## src/rtl/pq_cmd_sched.sv

```systemverilog
// Round-robin command scheduler in front of an array priority queue: grants one
// push/pop/drop at a time, strobes the queue head, waits for completion and responds.
module pq_cmd_sched #(
  parameter int NREQ    = 4,
  parameter int PW      = 8,
  parameter int TW      = 4,
  parameter int DEPTH   = 8,
  parameter int TIMEOUT = 16
) (
  input  logic                       clk_i,
  input  logic                       rst_i,
  input  logic [NREQ-1:0]            req_vld_i,
  input  logic [2*NREQ-1:0]          req_op_i,
  input  logic [PW*NREQ-1:0]         req_prio_i,
  input  logic [TW*NREQ-1:0]         req_id_i,
  output logic [NREQ-1:0]            req_rdy_o,
  output logic [NREQ-1:0]            rsp_vld_o,
  output logic                       rsp_err_o,
  output logic [PW-1:0]              rsp_prio_o,
  output logic [TW-1:0]              rsp_id_o,
  output logic                       pq_push_o,
  output logic                       pq_pop_o,
  output logic                       pq_drop_o,
  output logic [PW-1:0]              pq_prio_o,
  output logic [TW-1:0]              pq_id_o,
  input  logic                       pq_push_vld_i,
  input  logic                       pq_pop_vld_i,
  input  logic                       pq_drop_vld_i,
  input  logic [PW-1:0]              pq_prio_i,
  input  logic [TW-1:0]              pq_id_i,
  output logic [$clog2(DEPTH+1)-1:0] count_o,
  output logic                       full_o,
  output logic                       empty_o
);

  localparam int CW   = $clog2(DEPTH+1);
  localparam int PTRW = (NREQ > 1) ? $clog2(NREQ) : 1;
  localparam int TMW  = $clog2(TIMEOUT+1);

  localparam logic [1:0] S_IDLE  = 2'd0;
  localparam logic [1:0] S_ISSUE = 2'd1;
  localparam logic [1:0] S_WAIT  = 2'd2;
  localparam logic [1:0] S_RESP  = 2'd3;

  localparam logic [1:0] OP_PUSH = 2'b01;
  localparam logic [1:0] OP_POP  = 2'b10;
  localparam logic [1:0] OP_DROP = 2'b11;

  logic [1:0]      state_q;
  logic [1:0]      op_q;
  logic [PW-1:0]   prio_q;
  logic [TW-1:0]   id_q;
  logic [PTRW-1:0] gnt_q;
  logic [PTRW-1:0] ptr_q;
  logic [CW-1:0]   count_q;
  logic [TMW-1:0]  tmr_q;
  logic            err_q;
  logic [PW-1:0]   rsp_prio_q;
  logic [TW-1:0]   rsp_id_q;

  logic            gnt_vld;
  logic [PTRW-1:0] gnt_idx;
  logic [PTRW-1:0] cand;
  logic [1:0]      gnt_op;
  logic [PW-1:0]   gnt_prio;
  logic [TW-1:0]   gnt_id;
  logic            reject;
  logic            match;
  logic [PTRW-1:0] ptr_nxt;

  // First valid requester at or after the round-robin pointer.
  always_comb begin
    // NOTE: every variable gets a default before any conditional write, so no latch is inferred.
    gnt_vld = 1'b0;
    gnt_idx = '0;
    cand    = '0;
    for (int i = 0; i < NREQ; i++) begin
      cand = PTRW'((int'(ptr_q) + i) % NREQ);
      if (!gnt_vld && req_vld_i[cand]) begin
        gnt_vld = 1'b1;
        gnt_idx = cand;
      end
    end
  end

  assign gnt_op   = req_op_i[2*int'(gnt_idx) +: 2];
  assign gnt_prio = req_prio_i[PW*int'(gnt_idx) +: PW];
  assign gnt_id   = req_id_i[TW*int'(gnt_idx) +: TW];
  assign ptr_nxt  = (gnt_idx == PTRW'(NREQ-1)) ? '0 : gnt_idx + PTRW'(1);

  // Misuse is answered straight from the occupancy count; the queue never sees it.
  always_comb begin
    reject = 1'b0;
    case (gnt_op)
      OP_PUSH: reject = full_o  || (gnt_id == '0);
      OP_POP:  reject = empty_o;
      OP_DROP: reject = empty_o || (gnt_id == '0);
      default: reject = 1'b1;
    endcase
  end

  always_comb begin
    match = 1'b0;
    case (op_q)
      OP_PUSH: match = pq_push_vld_i;
      OP_POP:  match = pq_pop_vld_i;
      OP_DROP: match = pq_drop_vld_i;
      default: match = 1'b0;
    endcase
  end

  // NOTE: reset is synchronous and state uses non-blocking assignments only.
  always_ff @(posedge clk_i) begin
    if (rst_i) begin
      state_q    <= S_IDLE;
      op_q       <= '0;
      prio_q     <= '0;
      id_q       <= '0;
      gnt_q      <= '0;
      ptr_q      <= '0;
      count_q    <= '0;
      tmr_q      <= '0;
      err_q      <= 1'b0;
      rsp_prio_q <= '0;
      rsp_id_q   <= '0;
    end else begin
      case (state_q)
        S_IDLE: begin
          if (gnt_vld) begin
            op_q       <= gnt_op;
            prio_q     <= gnt_prio;
            id_q       <= gnt_id;
            gnt_q      <= gnt_idx;
            ptr_q      <= ptr_nxt;
            err_q      <= reject;
            rsp_prio_q <= '0;
            rsp_id_q   <= '0;
            state_q    <= reject ? S_RESP : S_ISSUE;
          end
        end
        S_ISSUE: begin
          tmr_q   <= '0;
          state_q <= S_WAIT;
        end
        S_WAIT: begin
          if (match) begin
            state_q <= S_RESP;
            err_q   <= 1'b0;
            if (op_q == OP_PUSH) begin
              count_q <= count_q + CW'(1);
            end else begin
              count_q <= count_q - CW'(1);
            end
            if (op_q == OP_POP) begin
              rsp_prio_q <= pq_prio_i;
              rsp_id_q   <= pq_id_i;
            end
          end else if (tmr_q == TMW'(TIMEOUT-1)) begin
            state_q <= S_RESP;
            err_q   <= 1'b1;
          end else begin
            tmr_q <= tmr_q + TMW'(1);
          end
        end
        S_RESP:  state_q <= S_IDLE;
        default: state_q <= S_IDLE;
      endcase
    end
  end

  assign req_rdy_o  = (state_q == S_IDLE && gnt_vld) ? (NREQ'(1) << gnt_idx) : '0;
  assign rsp_vld_o  = (state_q == S_RESP) ? (NREQ'(1) << gnt_q) : '0;
  assign rsp_err_o  = (state_q == S_RESP) && err_q;
  assign rsp_prio_o = (state_q == S_RESP) ? rsp_prio_q : '0;
  assign rsp_id_o   = (state_q == S_RESP) ? rsp_id_q : '0;

  assign pq_push_o = (state_q == S_ISSUE) && (op_q == OP_PUSH);
  assign pq_pop_o  = (state_q == S_ISSUE) && (op_q == OP_POP);
  assign pq_drop_o = (state_q == S_ISSUE) && (op_q == OP_DROP);
  assign pq_prio_o = (state_q == S_ISSUE || state_q == S_WAIT) ? prio_q : '0;
  assign pq_id_o   = (state_q == S_ISSUE || state_q == S_WAIT) ? id_q : '0;

  assign count_o = count_q;
  assign full_o  = (count_q == CW'(DEPTH));
  assign empty_o = (count_q == '0);

endmodule

```

## config.mk

```make
export PLATFORM = sky130hd
export DESIGN_NAME = pq_cmd_sched
export DESIGN_NICKNAME = d
export VERILOG_FILES = /design/src/rtl/pq_cmd_sched.sv
export SDC_FILE = /design/constraint.sdc
export NUM_CORES = 1
export LEC_CHECK = 0
export ABC_CLOCK_PERIOD_IN_PS = 5900
export CAP_MARGIN = 20
export CORE_MARGIN = 2
export CORE_UTILIZATION = 45
export CTS_CLUSTER_SIZE = 14
export DETAILED_ROUTE_END_ITERATION = 12
export PLACE_DENSITY = 0.84
export SYNTH_ARGS = -nofsm -noshare
export SYNTH_HDL_FRONTEND = slang
export SYNTH_SLANG_ARGS = --single-unit
export TNS_END_PERCENT = 5
```

## constraint.sdc

```tcl
create_clock -name clk_i -period 5.9 [get_ports clk_i]
set_input_delay 0.59 -clock clk_i [delete_from_list [all_inputs] [get_ports clk_i]]
set_output_delay 0.59 -clock clk_i [all_outputs]
set_load 0.02 [all_outputs]
```

==> flow_summary_export.csv, run 1 <==
group,metric,value,unit
global_route,grt_overflow_total,0,
clock_tree,clk_transition_reported_paths,90,ps
drt,dr.pass1.iters,5,
setup_path,startpoint_type,"primary input",
setup_path,worst_path_largest_cell_delay,600,ps
global_route,grt.total_usage,23.61,%
power_and_ir_drop,irDropWorstVdd,0.0002170,V
power_and_ir_drop,powerDensity,366.4,mW/mm2
drt,vias,2981,
final_layout,drive_above_1_share,5.613,%
drt,ant_nets,0,
sta,worst_hold_slack,449.5,ps
final_layout,fin_nets,571,
sta,fin_crit_sh,68.37,%
hold_path,hp-start,"rsp_prio_q[6]",
clock_tree,cts_tree,"done",
sta,clock_skew,3.313,ps
clock_tree,holdBufCountCts,0,
place,place_ws,1918,ps
clock_tree,clock-sinks,42,
sta,report.final.slew_viol_count,0,
die,start_util,46.81,%
die,std_cell_rows,28,
setup_path,critPathLaunch,"req_vld_i[2]",
setup_path,worstSetupEndpointType,"output port",
final_layout,fill_cells,483,
die,fp.dieW,82.48,um
clock_tree,cts_max_level,2,
setup_path,critical_path.cell_chain,"clkdlybuf4s50_1 -> nor2b_1 -> a21boi_1 -> o32ai_2 -> buf_4 -> inv_1 -> ha_1 -> and2_1 -> clkdlybuf4s50_1",
global_route,grt_max_degree,43,
synth,ys.flop_type,"dfxtp_1",
drt,drc,0,
die,die_y,82.48,um
synth,synthCells,373,
synth,yosysWarnings,0,
final_layout,most-common-layout-cells,"clkdlybuf4s50_1 (118), nand2_1 (82), nand3_1 (43)",
clock_tree,cts_made_buffers,5,
die,pin_count,119,
final_layout,area_growth,46.59,%
place,gp_congestion,0.8827,
global_route,grt_pass1_vias,2692,
sta,worstMarginPinSlew,782.5,ps
power_and_ir_drop,p_leak,1.583,nW
global_route,antenna_found_initial,0,
die,coreArea,0.005921,mm2
synth,synth_edf_count,0,
sta,fmax,247.9,MHz
synth,synth_area_leaders,"dfxtp_1 (30%), nand2_1 (11%), nand3_1 (7.8%), and2_1 (6.5%), a21oi_1 (6.0%)",
setup_path,worstPathArrival,3440,ps
clock_tree,cts_setup_buffers,0,
place,port-buffer-count,118,
setup_path,crit_buf_inv,4,
setup_path,cp_slowest_cell,"clkdlybuf4s50_1",
place,hpwl,5945,um
sta,setup_ws,1866,ps
sta,hold_violations,0,
drt,drt_iter0_markers,176,
drt,viasPerCell,5.362,
setup_path,worstPathRequired,5310,ps
die,dieArea,0.006802,mm2
sta,tns,0,ps
synth,yosys_register_bits,42,
sta,period_needed,4034,ps
clock_tree,ctsResizeCount,0,
synth,synthesis.area,0.002771,mm2
clock_tree,root_buffer,"clkbuf_8",
sta,setup_violations,0,
final_layout,final_common_cell,"clkdlybuf4s50_1",
clock_tree,cts_buffer_depth,2,
synth,yosysSeqAreaShare,30.34,%
synth,synth.distinct_cells,55,
global_route,grt_pass1_wl,12540,um
synth,synth_nets,464,
clock_tree,worstSkewPairLatency,290,ps
synth,avgSynthCellArea,7.430,um2
outcome,status,"completed",
setup_path,worstPathMaxFanout,20,
synth,netlist.area_leader.share,30.34,%
run,drv_cap,0,
setup_path,crit_family,"buffers and inverters",
drt,wl_per_cell,14.31,um
drt,wl,7954,um
setup_path,critPathMostFrequentCell,"clkdlybuf4s50_1",
setup_path,setup.worst_path.class,"in -> out",
synth,async_flop_share,0,%
setup_path,r2r_start,"state_q[0]",
final_layout,antenna-diode-count,0,
sta,maxSlewHeadroom,47.10,%
sta,rsz0062_at_grt,"false",
synth,synth_largest_area_cell,"dfxtp_1",
hold_path,hp-class,"reg -> reg",
[through the flow]
stage	cell area [um2]	power, mW	instances	utilization [%]
2_1_floorplan	2771	1.030	373	-
3_3_place_gp	3970	1.272	548	67.05
3_5_place_dp	3970	1.295	548	67.05
4_1_cts	4063	1.490	556	68.62
5_1_grt	4063	1.602	556	68.62
6_report	4063	1.489	556	68.62
[path summary, 6_finish.rpt]
| check | cells after the start | endpoint | slack, ps |
|---|---|---|---|
| max | 9 | req_rdy_o[2] | 1870 |
| min | 2 | rsp_prio_q[6] | 450 |
| max reg2reg | 8 | err_q | 3310 |
| min reg2reg | 2 | rsp_prio_q[6] | 450 |
[routing by layer]
layer | track usage, % | share of wire, %
met1 | 31.39 | 45
met2 | 39.11 | 48
met3 | 4.022 | 5.6
met4 | 7.000 | 1.6
met5 | 0 | 0
[final cells by class]
class                           instances  area [um2]  area share, %
Multi-Input combinational cell        300        1788          44.01
Timing Repair Buffer                  122        1211          29.81
Sequential cell                        42       840.8          20.70
Tap cell                               75       93.84          2.310
Clock buffer                            5       68.82          1.694
Inverter                                9       36.28         0.8931
Clock inverter                          3       23.77         0.5852
[synthesized netlist by cell type, types with 5 or more instances]
cell / number
ha_1: 13
nand2_1: 82
mux2i_1: 6
and2_1: 29
nor2b_1: 5
clkbuf_1: 14
dfxtp_1: 42
nor2_1: 20
nand3_1: 43
a21oi_1: 33
o21ai_0: 6
inv_1: 8
[flip-flops by register name, indices dropped and copies added (netlist names), 4 cells and up]
name / flops
rsp_prio_q: 8
prio_q: 8
rsp_id_q: 4
tmr_q: 5
id_q: 4
count_o: 4
[worst register-to-register path, stage by stage (launching register included)]
cell,delay (ps)
dfxtp_1,340
inv_1,120
ha_1,640
inv_1,210
a2111oi_4,440
or2_1,280
nor2_2,60
a211o_1,300
a31oi_1,130
[kinds of logic (layout without fill, tap and decap cells)]
kind of cell | Yosys count | in the layout | synth area share (%)
flops | 42 | 42 | 30.34
mux | 9 | 9 | 3.521
buf+inv | 31 | 139 | 5.327
simple gates | 206 | 206 | 36.61
xor+xnor | 6 | 6 | 1.897
fa+ha+maj | 14 | 14 | 6.592
compound gates | 65 | 65 | 15.71
[report_power, final]
group | leakage (nW) | switching (mW) | total (mW) | internal, mW
Combinational | 1.20 | 0.508 | 0.881 | 0.373
Clock | 0.0408 | 0.107 | 0.192 | 0.0847
Sequential | 0.343 | 0.0592 | 0.416 | 0.357
Total | 1.58 | 0.674 | 1.49 | 0.814
(Power assumes the default switching activity.)
==> inputs of run 2 (changes only) <==
- ABC_CLOCK_PERIOD_IN_PS: 5900 -> 4050
- CORE_UTILIZATION: 45 -> 43
- PLACE_DENSITY: 0.84 -> 0.81
- clock period: 5.9 -> 4.05 ns (I/O delays scaled with it)
==> flow_summary_export.csv, run 2 (synthesis results as in run 1) <==
group,metric,value,unit
drt,viasPerCell,5.365,
sta,fin_crit_sh,85.44,%
clock_tree,root_buffer,"clkbuf_8",
sta,hold_violations,0,
drt,dr_wl_met3,445,um
sta,maxSlewHeadroom,39.36,%
final_layout,final_common_cell,"clkdlybuf4s50_1",
place,gp_congestion,0.8565,
final_layout,antenna-diode-count,0,
drt,dr.max_layer_used,"met4",
place,placed_cell_area,0.003980,mm2
setup_path,worstSetupEndpointType,"output port",
power_and_ir_drop,total_power,2.305,mW
drt,dr.pass1.iters,4,
setup_path,worstPathRequired,3640,ps
die,pin_count,119,
sta,fmax,289.0,MHz
die,std_cell_rows,29,
power_and_ir_drop,powerDensity,559.7,mW/mm2
sta,tns,0,ps
clock_tree,clk_transition_reported_paths,90,ps
clock_tree,cts_tree,"done",
clock_tree,worstSkewPairLatency,300,ps
sta,setup_violations,0,
drt,wl,8365,um
final_layout,most-common-layout-cells,"clkdlybuf4s50_1 (118), nand2_1 (82), nand3_1 (43)",
drt,wl_met2,4133,um
setup_path,setup.worst_path.class,"in -> out",
sta,worstMarginPinSlew,906.7,ps
die,die_y,84.28,um
power_and_ir_drop,irDropWorstVdd,0.0002696,V
global_route,grt_pass1_vias,2879,
drt,m1WireLength,3578,um
sta,report.final.slew_viol_count,0,
global_route,grt_pass1_wl,13520,um
drt,drt_iter0_markers,104,
clock_tree,clock-sinks,42,
final_layout,fin_util,65.60,%
die,dieArea,0.007103,mm2
clock_tree,cts_setup_buffers,0,
final_layout,fill_cells,547,
final_layout,fin_nets,572,
outcome,status,"completed",
final_layout,reg_top3,"prio_q: 8 flops, rsp_prio_q: 8 flops, tmr_q: 5 flops",
sta,rsz0062_at_grt,"false",
setup_path,startpoint_type,"primary input",
die,coreArea,0.006277,mm2
die,start_util,44.15,%
setup_path,worstPathArrival,3060,ps
run,drv_cap,0,
sta,period_needed,3460,ps
drt,wl_per_cell,14.96,um
power_and_ir_drop,p_leak,1.615,nW
place,port-buffer-count,118,
global_route,grt.total_usage,23.32,%
clock_tree,ctsResizeCount,0,
place,hpwl,6214,um
clock_tree,cts_made_buffers,5,
global_route,grt_overflow_total,0,
place,dp_cells,551,
global_route,antenna_found_initial,0,
sta,clock_skew,10.62,ps
clock_tree,holdBufCountCts,0,
drt,ant_nets,0,
clock_tree,cts_buffer_depth,2,
final_layout,stdcell_count,559,
global_route,grt_max_degree,29,
drt,vias,2999,
setup_path,worstPathMaxFanout,28,
final_layout,area_growth,48.58,%
die,fp.dieW,84.28,um
final_layout,final_area,0.004118,mm2
drt,drc,0,
final_layout,drive_above_1_share,5.809,%
clock_tree,cts_max_level,2,
hold_path,hp-class,"reg -> reg",
run 2: cell count changes in the layout (fill, tap and decap cells not counted):
cell,previous run,this run
clkinv_4,0,1
clkinvlp_4,2,0
bufinv_16,0,2
inv_6,1,0
buf_4,4,5
run 2: per-layer routing:
metal  GRT usage (%)  vias up
li1                -     1494
met1           27.78     1381
met2           42.21      108
met3           4.228       16
met4           7.478        0
met5               0        -
run 2: metrics by stage:
step / setup WS, ps / hold WS (ps)
floorplan: 1669 / 427.3
global placement: 661.7 / 434.8
detailed placement: 598.1 / 439.0
CTS: 596.1 / 452.0
global route: 471.1 / 468.2
finish: 589.5 / 449.8
run 2: layout make-up:
| cell class | instances | area [um2] | area share (%) |
|---|---|---|---|
| multi-input combinational | 300 | 1788 | 43.42 |
| timing repair buffer | 123 | 1219 | 29.60 |
| sequential | 42 | 840.8 | 20.42 |
| tap | 77 | 96.34 | 2.340 |
| clock buffer | 5 | 68.82 | 1.671 |
| clock inverter | 3 | 68.82 | 1.671 |
| inverter | 9 | 36.28 | 0.8812 |
run 2: report_power, final:
part / leakage [nW] / total (mW) / switching, mW / internal [mW]
sequential: 0.343 / 0.609 / 0.0895 / 0.520
clock: 0.0683 / 0.405 / 0.157 / 0.247
combinational: 1.20 / 1.29 / 0.744 / 0.547
run 2: worst paths after layout:
path | startpoint | endpoint | slack, ps | cells past startpoint
max | req_vld_i[0] | req_rdy_o[0] | 590 | 8
min reg2reg | rsp_id_q[2] | rsp_id_q[2] | 450 | 2
max reg2reg | state_q[0] | err_q | 1350 | 8
min | rsp_id_q[2] | rsp_id_q[2] | 450 | 2
run 2: critical path: stages:
cell and delay (ps):
clkdlybuf4s50_1 520, nor2b_1 230, or4_4 570, nand2_4 250
inv_4 180, ha_1 230, and2_1 130, clkdlybuf4s50_1 530
